`config.mk`:
```
export PLATFORM = sky130hd
export DESIGN_NAME = player_update
export DESIGN_NICKNAME = d
export VERILOG_FILES = /design/src/rtl/utils_pkg.sv /design/src/rtl/player_move.sv /design/src/rtl/player_update.sv
export SDC_FILE = /design/constraint.sdc
export NUM_CORES = 2
export LEC_CHECK = 0
export CAP_MARGIN = 20
export CORE_MARGIN = 2
export CORE_UTILIZATION = 40
export DETAILED_ROUTE_END_ITERATION = 10
export RECOVER_POWER = 50
export SLEW_MARGIN = 20
export SYNTH_ARGS = -nofsm -noshare
export SYNTH_HDL_FRONTEND = slang
export SYNTH_SLANG_ARGS = --single-unit
```
`constraint.sdc`:
```
create_clock -name clk_i -period 65.8 [get_ports clk_i]
set_input_delay 19.74 -clock clk_i [delete_from_list [all_inputs] [get_ports clk_i]]
set_output_delay 19.74 -clock clk_i [all_outputs]
set_load 0.05 [all_outputs]
```
`src/rtl/utils_pkg.sv`:
```
// utils: shared types, physics constants and level collision map for the
// player update pipeline.
//   vec2d    - signed 16.16 fixed-point 2D vector (speed, sub-pixel remainder)
//   vec2dint - unsigned integer pixel position
//   is_solid - tile map query for one pixel
//   collides - 8x8 player hitbox query (columns x+1..x+6, rows y..y+7)
package utils;

  typedef struct packed {
    logic signed [31:0] x;
    logic signed [31:0] y;
  } vec2d;

  typedef struct packed {
    logic [15:0] x;
    logic [15:0] y;
  } vec2dint;

  typedef enum logic [1:0] {S_IDLE, S_SPEED, S_MOVE} state_e;

  localparam logic [15:0] SPAWN_X = 16'd8;
  localparam logic [15:0] SPAWN_Y = 16'd96;

  // Button bit positions in btn_i
  localparam int BTN_LEFT  = 0;
  localparam int BTN_RIGHT = 1;
  localparam int BTN_UP    = 2;
  localparam int BTN_DOWN  = 3;
  localparam int BTN_JUMP  = 4;
  localparam int BTN_DASH  = 5;

  // Physics, all 16.16 signed
  localparam logic signed [31:0] RUN_MAX   = 32'sh0001_0000;
  localparam logic signed [31:0] ACCEL_GND = 32'sh0000_9999;
  localparam logic signed [31:0] ACCEL_AIR = 32'sh0000_6666;
  localparam logic signed [31:0] DECEL     = 32'sh0000_2666;
  localparam logic signed [31:0] GRAVITY   = 32'sh0000_35C3;
  localparam logic signed [31:0] MAXFALL   = 32'sh0002_0000;
  localparam logic signed [31:0] JUMP_SPD  = 32'shFFFE_0000;
  localparam logic signed [31:0] DASH_CARD = 32'sh0005_0000;
  localparam logic signed [31:0] DASH_DIAG = 32'sh0003_8918;

  localparam logic [2:0] GRACE_LEN = 3'd6;
  localparam logic [2:0] JBUF_LEN  = 3'd4;
  localparam logic [2:0] DASH_LEN  = 3'd4;

  // Level: a ledge (x<24) whose top is row 120, and a floor at row 160
  localparam logic [15:0] LEDGE_Y     = 16'd120;
  localparam logic [15:0] LEDGE_X_END = 16'd24;
  localparam logic [15:0] FLOOR_Y     = 16'd160;

  function automatic logic is_solid(input logic [15:0] x, input logic [15:0] y);
    return (y >= FLOOR_Y) || ((y >= LEDGE_Y) && (x < LEDGE_X_END));
  endfunction

  function automatic logic collides(input vec2dint p);
    return is_solid(p.x + 16'd1, p.y)         || is_solid(p.x + 16'd6, p.y) ||
           is_solid(p.x + 16'd1, p.y + 16'd7) || is_solid(p.x + 16'd6, p.y + 16'd7);
  endfunction

endpackage

```
`src/rtl/player_move.sv`:
```
// player_move: combinational pixel-stepping mover.
//   pos_i/rem_i/spd_i - current position, sub-pixel remainder, speed
//   pos_o/rem_o/spd_o - moved position, new remainder, speed (axis zeroed on hit)
// X is resolved first, then Y from the updated X. Each axis steps one pixel
// at a time and stops at the first colliding pixel.
module player_move
  import utils::*;
#(
  parameter int MAX_STEPS = 8
) (
  input  vec2dint pos_i,
  input  vec2d    rem_i,
  input  vec2d    spd_i,
  output vec2dint pos_o,
  output vec2d    rem_o,
  output vec2d    spd_o
);

  logic signed [31:0] tot_x, tot_y;
  logic signed [15:0] n_x, n_y;
  logic [15:0]        abs_x, abs_y;
  logic               blk_x, blk_y;
  vec2dint            cur, cand;

  always_comb begin
    cur   = pos_i;
    cand  = pos_i;
    spd_o = spd_i;
    rem_o = '0;
    // Integer part (floor) is the pixel count, fraction stays as remainder
    tot_x = rem_i.x + spd_i.x;
    n_x   = tot_x[31:16];
    abs_x = n_x[15] ? 16'(-n_x) : 16'(n_x);
    blk_x = 1'b0;
    for (int i = 0; i < MAX_STEPS; i++) begin
      if (!blk_x && (16'(i) < abs_x)) begin
        cand   = cur;
        cand.x = n_x[15] ? cur.x - 16'd1 : cur.x + 16'd1;
        if (collides(cand)) blk_x = 1'b1;
        else                cur   = cand;
      end
    end
    if (blk_x) spd_o.x = '0;
    else       rem_o.x = {16'd0, tot_x[15:0]};

    tot_y = rem_i.y + spd_i.y;
    n_y   = tot_y[31:16];
    abs_y = n_y[15] ? 16'(-n_y) : 16'(n_y);
    blk_y = 1'b0;
    for (int i = 0; i < MAX_STEPS; i++) begin
      if (!blk_y && (16'(i) < abs_y)) begin
        cand   = cur;
        cand.y = n_y[15] ? cur.y - 16'd1 : cur.y + 16'd1;
        if (collides(cand)) blk_y = 1'b1;
        else                cur   = cand;
      end
    end
    if (blk_y) spd_o.y = '0;
    else       rem_o.y = {16'd0, tot_y[15:0]};

    pos_o = cur;
  end

endmodule

```
`src/rtl/player_update.sv`:
```
// player_update: per-frame player physics (run, gravity, coyote jump, jump
// buffer, 8-way dash) followed by a collision-resolving move.
//   clk_i, rst_i (async, active high), frame_tick_i (frame start pulse)
//   btn_i        {dash,jump,down,up,right,left}, latched on frame_tick_i
//   pos_o/spd_o/rem_o  committed position, speed, sub-pixel remainder
//   dashing_o, dash_avail_o, frame_done_o (commit pulse), overrun_o (sticky)
// Frame: IDLE -tick-> SPEED (speed + counters) -> MOVE (commit) -> IDLE.
module player_update
  import utils::*;
(
  input  logic       clk_i,
  input  logic       rst_i,
  input  logic       frame_tick_i,
  input  logic [5:0] btn_i,
  output vec2dint    pos_o,
  output vec2d       spd_o,
  output vec2d       rem_o,
  output logic       dashing_o,
  output logic       dash_avail_o,
  output logic       frame_done_o,
  output logic       overrun_o
);

  state_e     state_q, state_d;
  logic [5:0] btn_q;
  vec2dint    pos_q, mv_pos;
  vec2d       spd_q, rem_q, spd_new_q, spd_d, mv_rem, mv_spd;
  logic [2:0] grace_q, grace_d, jbuf_q, jbuf_d, dash_tmr_q, dash_tmr_d;
  logic       dash_avail_q, dash_avail_d, facing_q, facing_d;
  logic       jump_prev_q, dash_prev_q, frame_done_q, overrun_q;

  logic left, right, up, down, jump_press, dash_press, dashing, grounded;
  logic dl, dr, du, dd, over;
  logic signed [31:0] sx, sy, target, step, mag;

  assign left       = btn_q[BTN_LEFT];
  assign right      = btn_q[BTN_RIGHT];
  assign up         = btn_q[BTN_UP];
  assign down       = btn_q[BTN_DOWN];
  assign jump_press = btn_q[BTN_JUMP] & ~jump_prev_q;
  assign dash_press = btn_q[BTN_DASH] & ~dash_prev_q;
  assign dashing    = (dash_tmr_q != 3'd0);
  assign grounded   = is_solid(pos_q.x + 16'd1, pos_q.y + 16'd8) ||
                      is_solid(pos_q.x + 16'd6, pos_q.y + 16'd8);

  always_comb begin
    state_d = state_q;
    case (state_q)
      S_IDLE:  if (frame_tick_i) state_d = S_SPEED;
      S_SPEED: state_d = S_MOVE;
      S_MOVE:  state_d = S_IDLE;
      default: state_d = S_IDLE;
    endcase
  end

  always_comb begin
    sx           = spd_q.x;
    sy           = spd_q.y;
    spd_d        = spd_q;
    grace_d      = grounded ? GRACE_LEN : ((grace_q != 3'd0) ? grace_q - 3'd1 : 3'd0);
    jbuf_d       = jump_press ? JBUF_LEN : ((jbuf_q != 3'd0) ? jbuf_q - 3'd1 : 3'd0);
    dash_tmr_d   = dash_tmr_q;
    dash_avail_d = dash_avail_q;
    facing_d     = (left ^ right) ? right : facing_q;
    dl           = left & ~right;
    dr           = right & ~left;
    du           = up & ~down;
    dd           = down & ~up;
    target       = '0;
    step         = '0;
    mag          = '0;
    over         = 1'b0;
    if (dash_press && dash_avail_q && !dashing) begin
      // No direction held: dash horizontally the way we face
      if (!(dl | dr | du | dd)) begin
        dr = facing_q;
        dl = ~facing_q;
      end
      mag        = ((dl | dr) && (du | dd)) ? DASH_DIAG : DASH_CARD;
      spd_d.x    = dr ? mag : (dl ? -mag : 32'sd0);
      spd_d.y    = dd ? mag : (du ? -mag : 32'sd0);
      dash_tmr_d = DASH_LEN;
      dash_avail_d = 1'b0;
    end else if (dashing) begin
      dash_tmr_d = dash_tmr_q - 3'd1;
    end else begin
      target = dr ? RUN_MAX : (dl ? -RUN_MAX : 32'sd0);
      // Above run speed in the held direction: bleed off slowly
      over   = (dr && (sx > RUN_MAX)) || (dl && (sx < -RUN_MAX));
      step   = over ? DECEL : (grounded ? ACCEL_GND : ACCEL_AIR);
      if (sx < target)      spd_d.x = (sx + step > target) ? target : sx + step;
      else if (sx > target) spd_d.x = (sx - step < target) ? target : sx - step;
      if (!grounded) spd_d.y = (sy + GRAVITY > MAXFALL) ? MAXFALL : sy + GRAVITY;
      if ((jbuf_d != 3'd0) && (grace_d != 3'd0)) begin
        spd_d.y = JUMP_SPD;
        jbuf_d  = 3'd0;
        grace_d = 3'd0;
      end
    end
    if (grounded && (dash_tmr_d == 3'd0)) dash_avail_d = 1'b1;
  end

  player_move u_move (
    .pos_i (pos_q),
    .rem_i (rem_q),
    .spd_i (spd_new_q),
    .pos_o (mv_pos),
    .rem_o (mv_rem),
    .spd_o (mv_spd)
  );

  always_ff @(posedge clk_i or posedge rst_i) begin
    if (rst_i) begin
      state_q      <= S_IDLE;
      btn_q        <= '0;
      pos_q        <= {SPAWN_X, SPAWN_Y};
      spd_q        <= '0;
      rem_q        <= '0;
      spd_new_q    <= '0;
      grace_q      <= '0;
      jbuf_q       <= '0;
      dash_tmr_q   <= '0;
      dash_avail_q <= 1'b1;
      facing_q     <= 1'b1;
      jump_prev_q  <= 1'b0;
      dash_prev_q  <= 1'b0;
      frame_done_q <= 1'b0;
      overrun_q    <= 1'b0;
    end else begin
      state_q      <= state_d;
      frame_done_q <= 1'b0;
      if (frame_tick_i && (state_q != S_IDLE)) overrun_q <= 1'b1;
      case (state_q)
        S_IDLE: if (frame_tick_i) btn_q <= btn_i;
        S_SPEED: begin
          spd_new_q    <= spd_d;
          grace_q      <= grace_d;
          jbuf_q       <= jbuf_d;
          dash_tmr_q   <= dash_tmr_d;
          dash_avail_q <= dash_avail_d;
          facing_q     <= facing_d;
          jump_prev_q  <= btn_q[BTN_JUMP];
          dash_prev_q  <= btn_q[BTN_DASH];
        end
        S_MOVE: begin
          pos_q        <= mv_pos;
          rem_q        <= mv_rem;
          spd_q        <= mv_spd;
          frame_done_q <= 1'b1;
        end
        default: ;
      endcase
    end
  end

  assign pos_o        = pos_q;
  assign spd_o        = spd_q;
  assign rem_o        = rem_q;
  assign dashing_o    = dashing;
  assign dash_avail_o = dash_avail_q;
  assign frame_done_o = frame_done_q;
  assign overrun_o    = overrun_q;

endmodule

```
# [Word level (Yosys, flattened, before mapping)]
# Cells that the tools add are included.
[word_totals] reg_bits=247 word_cells=613 out_inout_bits=164 inputBits=9
[op_classes] order_cmp=123 n_reduce_logical=231 bitwise=19 n_addsub=93 n_eq_ne=3 mux=125
[op_table] op="$mux W32" count=31
[op_table] op="$mux W16" count=38
[op_table] op="$lt A16 B5 Y1 const B" count=34
[op_table] op="$add A16 B3 Y16 const B" count=33
[op_table] op="$ge A16 B7 Y1 const B" count=33
[op_table] op="$ge A16 B8 Y1 const B" count=33
[op_table] op="$add A16 B1 Y16 const B" count=32
[op_table] op="$sub A16 B1 Y16 const B" count=16
[op_table] op="$lt A3 B16 Y1 const A" count=8
[op_table] op="$mux W64" count=2
[op_table] op="$logic_or A1 B1 Y1" count=116
[op_table] op="$logic_and A1 B1 Y1" count=88
[op_table] op="$add A32 B32 Y32" count=2
[op_table] op="$gt A32 B32 Y1" count=2
[op_table] op="$lt A1 B16 Y1 const A" count=4
[op_table] op="$lt A2 B16 Y1 const A" count=4
[op_table] op="$lt A32 B32 Y1" count=2
[op_table] op="$mux W1" count=39
[op_table] op="$mux W3" count=12
[op_table] op="$add A32 B15 Y32 const B" count=1
[op_table] op="$add A32 B17 Y32" count=1
[op_table] op="$gt A32 B18 Y1 const B" count=1
[op_table] op="$gt A32 B19 Y1 const B" count=1
[op_table] op="$lt A32 B17 Y1 const B" count=1
[op_table] op="21 further kinds" count=60

# [Depth between registers and ports, before layout]
[depth] word_depth=169 ltp_mapped=364 depth_no_buf=338

# [By module]
# From an unflattened synthesis, not the netlist that was laid out.
[unflattened] hier_cells=6058 hier_area_um2=46407.0
[modules_own_cells] mod="player_move" instances=1 area_per_inst_um2=29355.7 cells_per_inst=4235 seq_area_each_um2=0.0
[modules_own_cells] mod="player_update" instances=1 area_per_inst_um2=17051.4 cells_per_inst=1823 seq_area_each_um2=6187.2

# [Least setup slack after synthesis]
# No wires, ideal clock.
[synth_timing] path_type="register to register" startpoint="register rem_q (netlist bit rem_o[42])" endpoint="register pos_q (netlist bit pos_o[1])" n_path_buf=30 setup_time_ns=0.132 arrival_ns=67.221 period_less_slack_ns=67.353 path_stages_with_launch=342 path_slack_ns=-1.553 required_time_ns=65.668 path_cell_list="dfrtp_1 > ha_1 > buf_2 > a21o_1 > a31o_1 > a21oi_2 > a2111o_1 > buf_2 > nand3_1 > ha_1 > nor2b_1 > o21ai_0 > a21boi_0 > o21ai_0 > a21oi_1 > o21ai_0 > a21oi_1 > o21ai_0 > [... 306 more ...] > a21oi_1 > o21bai_1 > a21oi_1 > o21bai_1 > a21oi_1 > nor2b_1 > o21a_1 > o21ai_0 > nand2b_1 > a21oi_1 > xnor2_1 > or4_1 > a311oi_1 > o2111ai_1 > or4b_1 > buf_4 > mux2i_1 > o21ai_1"
[synth_via] elab_chain_cells=167 word_cells_on_any_way=460 cone_classes="add/sub: 79; order compare: 100; mux: 77; reduce/logical: 204"
[synth_lines] element="from (decl)" line_no="player_update.sv:27" rtl="vec2d spd_q, rem_q, spd_new_q, spd_d, mv_rem, mv_spd;"
[synth_lines] element="from (signal assigned)" line_no="player_update.sv:147" rtl="rem_q <= mv_rem;"
[synth_lines] element="$add A32 B32 Y32 *" line_no="player_move.sv:31" rtl="tot_x = rem_i.x + spd_i.x;"
[synth_lines] element="$mux W16" line_no="player_move.sv:38" rtl="cand.x = n_x[15] ? cur.x - 16'd1 : cur.x + 16'd1;"
[synth_lines] element="$add A16 B1 Y16 or $add A16 B3 Y16 (tied branches)" line_no="utils_pkg.sv:57, utils_pkg.sv:58"
[synth_lines] element="$lt A16 B5 Y1" line_no="utils_pkg.sv:53" rtl="return (y >= FLOOR_Y) || ((y >= LEDGE_Y) && (x < LEDGE_X_END));"
[synth_lines] element="$logic_and A1 B1 Y1" line_no="utils_pkg.sv:53"
[synth_lines] element="$logic_or A1 B1 Y1" line_no="utils_pkg.sv:53"
[synth_lines] element="$logic_or A1 B1 Y1 (2 in series)" line_no="utils_pkg.sv:57" rtl="return is_solid(p.x + 16'd1, p.y) || is_solid(p.x + 16'd6, p.y) ||"
[synth_lines] element="$logic_or A1 B1 Y1" line_no="utils_pkg.sv:58" rtl="is_solid(p.x + 16'd1, p.y + 16'd7) || is_solid(p.x + 16'd6, p.y + 16'd7);"
[synth_lines] element="[... 150 more ...]"
[synth_lines] element="$add A16 B3 Y16 or $ge A16 B7 Y1 (tied branches)" line_no="utils_pkg.sv:58, utils_pkg.sv:53"
[synth_lines] element="$ge A16 B7 Y1 or $logic_and A1 B1 Y1 (tied branches)" line_no="utils_pkg.sv:53"
[synth_lines] element="$logic_and A1 B1 Y1 or $logic_or A1 B1 Y1 (tied branches)" line_no="utils_pkg.sv:53"
[synth_lines] element="$logic_or A1 B1 Y1, on equally long branches" line_no="utils_pkg.sv:53, utils_pkg.sv:57"
[synth_lines] element="$logic_or A1 B1 Y1" line_no="utils_pkg.sv:57"
[synth_lines] element="$logic_or A1 B1 Y1" line_no="utils_pkg.sv:58"
[synth_lines] element="$mux W16" line_no="player_move.sv:54" rtl="if (collides(cand)) blk_y = 1'b1;"
[synth_lines] element="$mux W16 *" line_no="player_move.sv:51" rtl="if (!blk_y && (16'(i) < abs_y)) begin"
[synth_lines] element="to (signal assigned)" line_no="player_update.sv:116" rtl="pos_q <= {SPAWN_X, SPAWN_Y};"
[synth_lines] element="to (signal assigned)" line_no="player_update.sv:146" rtl="pos_q <= mv_pos;"
[synth_lines] element="to (decl)" line_no="player_update.sv:26" rtl="vec2dint pos_q, mv_pos;"
# Every way passes the cells marked *; elsewhere a longest branch is shown, timed or not.
# A chain may end at the register's enable or synchronous reset.

# [Worst setup path after layout]
[layout_timing] startpoint="register rem_q (netlist bit rem_o[46])" endpoint="register pos_q (netlist bit pos_o[4])"
# The elaborated chain is that of the path after synthesis.

==> flow_metrics.env <==
export IMPL_status="finished, violations left"
export IMPL_failed_checks="capacitance limit, slew limit"
export IMPL_fin_crit_ns=62.71
export IMPL_gp_congestion=0.9694
export IMPL_maxSlewHeadroom_pct=-234.3
export IMPL_endpoint_kind="flip-flop"
export IMPL_syn_area_per_cell_sq_um=7.181
export IMPL_setup_tns_final_ns=0
export IMPL_ys_ff_latch=215
export IMPL_cap_violations=6
export IMPL_die_y_um=332.4
export IMPL_drive_above_1_share_pct=12.71
export IMPL_final_max_slew_viol_count=332
export IMPL_core_sq_mm=0.1071
export IMPL_clkTransAtPathRegs_ns=0.07
export IMPL_cp_start_kind="flip-flop"
export IMPL_grt_pass1_vias=43710
export IMPL_cts_buffers=27
export IMPL_crit_path_frequent_cell="a21o_1"
export IMPL_clock_path_buffers=3
export IMPL_crit_slowest_cell="or4b_2"
export IMPL_grt_max_degree=105
export IMPL_finClkSkew_ns=0.02323
export IMPL_instances_no_fill=7633
export IMPL_wl_um=160700
export IMPL_antenna_left=0
export IMPL_clkLatencyLatePin_ns=0.59
export IMPL_dp_hpwl_um=123000
export IMPL_fillers=10870
export IMPL_setup_violations_final=0
export IMPL_dieArea_sq_mm=0.1105
export IMPL_grt_pass1_wl_um=248800
export IMPL_grt_total_usage_pct=27.32
export IMPL_wire_per_inst_um=21.05
export IMPL_layout_nets=6593
export IMPL_hold_class="flip-flop to flip-flop"
export IMPL_slowest_delay_ns=0.67
export IMPL_cts_max_level=1
export IMPL_mappedNetlistArea_sq_mm=0.04314
export IMPL_initial_core_util_pct=40.30
export IMPL_clkSinkCount=215
export IMPL_vias=47450
export IMPL_crit_arrival_ns=63.14
export IMPL_final_period_utilization_pct=95.30
export IMPL_grt_overflow=0
export IMPL_fp_dieW_um=332.4
export IMPL_drt_iter0_drc=4425
export IMPL_ys_seq_area_share_pct=12.49
export IMPL_synth_flop_cell="dfrtp_1"
export IMPL_cp_max_fo=23
export IMPL_yosysWarnings=0
export IMPL_fin_util_pct=46.34
export IMPL_cts_tree="done"
export IMPL_ys_types=139
export IMPL_finalHoldViolations=0
export IMPL_antenna_found_initial=3
export IMPL_cts_root_buf="clkbuf_16"
export IMPL_syn_inst=6008
export IMPL_max_freq_mhz=15.95
export IMPL_ios=173
export IMPL_worst_pin_slew_ns=5.014
export IMPL_firstDrtPassIters=7
export IMPL_via_per_inst=6.216
export IMPL_fp_row_count=120
export IMPL_diodes=0
export IMPL_placed_cells=7510
export IMPL_synth_edf_count=0
export IMPL_crit_type="flip-flop to flip-flop"
export IMPL_numPortBuffers=140
export IMPL_drc=0
export IMPL_area_growth_syn_to_layout_pct=14.99
export IMPL_synthArstFlopShare_pct=100.0
export IMPL_required_ns=66.23
synthesized netlist by cell type, drive strengths merged (39+ instances only):
master    n  area, sq um
o21ai   431         2195
dfrtp   210         5255
xor2    152         1331
buf      90        571.8
xnor2   253         2283
nor2b    77        481.7
nor2    517         1948
a21o    189         1419
nand3   200         1018
o21bai   83        623.1
nand4   111        694.4
a211oi   70        598.1
o21a     60        451.7
nand2b   85        531.8
nand2   607         2288
or2      45        281.5
mux2i    86        864.6
o211ai   95        736.9
or4      39        307.8
ha      355         4442
mux2     69        784.5
nor4     72        488.0
inv     215        807.0
a22o     81        709.4
and2    108        675.7
a31oi    81        513.0
a21oi   478         2407
clkbuf  261        982.2
or3      60        380.4
and3     83        524.3
nor3    168        883.3
sequential cells by signal (all words and copies together) (netlist names):
register      flops
spd_new_q        64
dash_tmr_q        3
sx               32
grace_q           3
state_q           2
facing_q          1
jbuf_q            3
overrun_o         1
pos_o            32
dash_prev_q       1
rem_o            32
dash_avail_o      1
btn_q             6
jump_prev_q       1
sy               32
frame_done_o      1
final cells by class:
type	instances	area [sq um]	share of cell area, %
flip-flops and latches	215	5395	10.87
multi-input cells	5261	36690	73.96
clock inverters	8	93.84	0.1892
inverters	217	830.8	1.675
repair buffers	488	4088	8.239
clock buffers	41	758.2	1.528
well taps	1403	1755	3.538
routing by layer:
metal	GRT usage (%)	vias up	part of all wire (%)
met1	38.23	22640	45
met2	44.71	1743	45
met4	6.470	4	2.6
met3	3.119	270	6.8
li1	-	22790	-
met5	0	-	0.017
metrics by stage:
step	cell area, sq um	setup slack (ns)	hold WS, ns
after detailed placement	47110	-1.220	0.4760
after floorplan	43310	0.09133	0.4464
after global routing	49610	-0.5190	0.5280
after CTS	48110	0.1688	0.4888
final	49610	3.093	0.4814
after global placement	47100	-0.1263	0.4584
critical path, delay by kind of cell (launching register included):
family	cells	cell delay [ns]
AOI/OAI and AO/OA	175	31.30
xor gates and xnor gates	13	1.90
adders and majority gates	15	4.76
muxes	11	2.67
DFF	1	0.44
buffers and inverters	12	1.82
and+or+nand+nor	87	19.54
worst paths after layout:
check	from	endpoint	slack, ns	depth (start not counted)
min reg2reg	jump_prev_q$_DFFE_PP0P_	jump_prev_q$_DFFE_PP0P_	0.48	2
max reg2reg	rem_o[46]$_DFFE_PP0P_	pos_o[4]$_DFFE_PP0P_	3.09	313
max in group asynchronous	rst_i	spd_new_q[52]$_DFFE_PP0P_	39.38	3
min in group asynchronous	rst_i	rem_o[47]$_DFFE_PP0P_	21.16	2
max	rem_o[46]$_DFFE_PP0P_	pos_o[4]$_DFFE_PP0P_	3.09	313
min	jump_prev_q$_DFFE_PP0P_	jump_prev_q$_DFFE_PP0P_	0.48	2
placed cells by master, fill, tap and decap left out, drive strengths merged, types with 28 or more instances in the layout:
| cell | n |
|---|---|
| o31ai | 35 |
| xor2 | 152 |
| nand4 | 111 |
| o21a | 63 |
| or4 | 39 |
| nor4 | 72 |
| clkdlybuf4s50 | 138 |
| ha | 355 |
| o221ai | 30 |
| nand2 | 608 |
| nor2b | 77 |
| nor2 | 517 |
| and4 | 38 |
| inv | 215 |
| nand2b | 85 |
| xnor2 | 253 |
| or2 | 45 |
| a21o | 189 |
| nor3 | 168 |
| mux2i | 86 |
| a31oi | 81 |
| dfrtp | 210 |
| nand3 | 201 |
| a22oi | 28 |
| clkbuf | 53 |
| a21oi | 478 |
| a22o | 81 |
| a211oi | 70 |
| buf | 336 |
| o21ai | 431 |
| o22ai | 34 |
| mux2 | 69 |
| conb | 32 |
| and2 | 108 |
| and3 | 83 |
| or3 | 60 |
| o21bai | 83 |
| o211ai | 95 |
cell families after synthesis:
kind of cell               synth area share (%)
DFF                                       12.49
and+or+nand+nor                           26.71
xor gates and xnor gates                  8.535
muxes                                     3.822
buffers and inverters                     5.490
adders and majority gates                 11.18
other                                  0.008692
AOI/OAI and AO/OA                         31.77
repair_timing:
| action | CTS | global route |
|---|---|---|
| pin swaps | 4 | 71 |
| setup buffers | 5 | 63 |
| gates cloned | 2 | 4 |
| hold buffers | 0 | 0 |
| gates resized for setup | 25 | 242 |
| setup endpoints to repair | 56 | 56 |
Power is left out: the tool's default activity adds up to more than one toggle a clock period on the data nets, which glitch-free logic cannot reach.
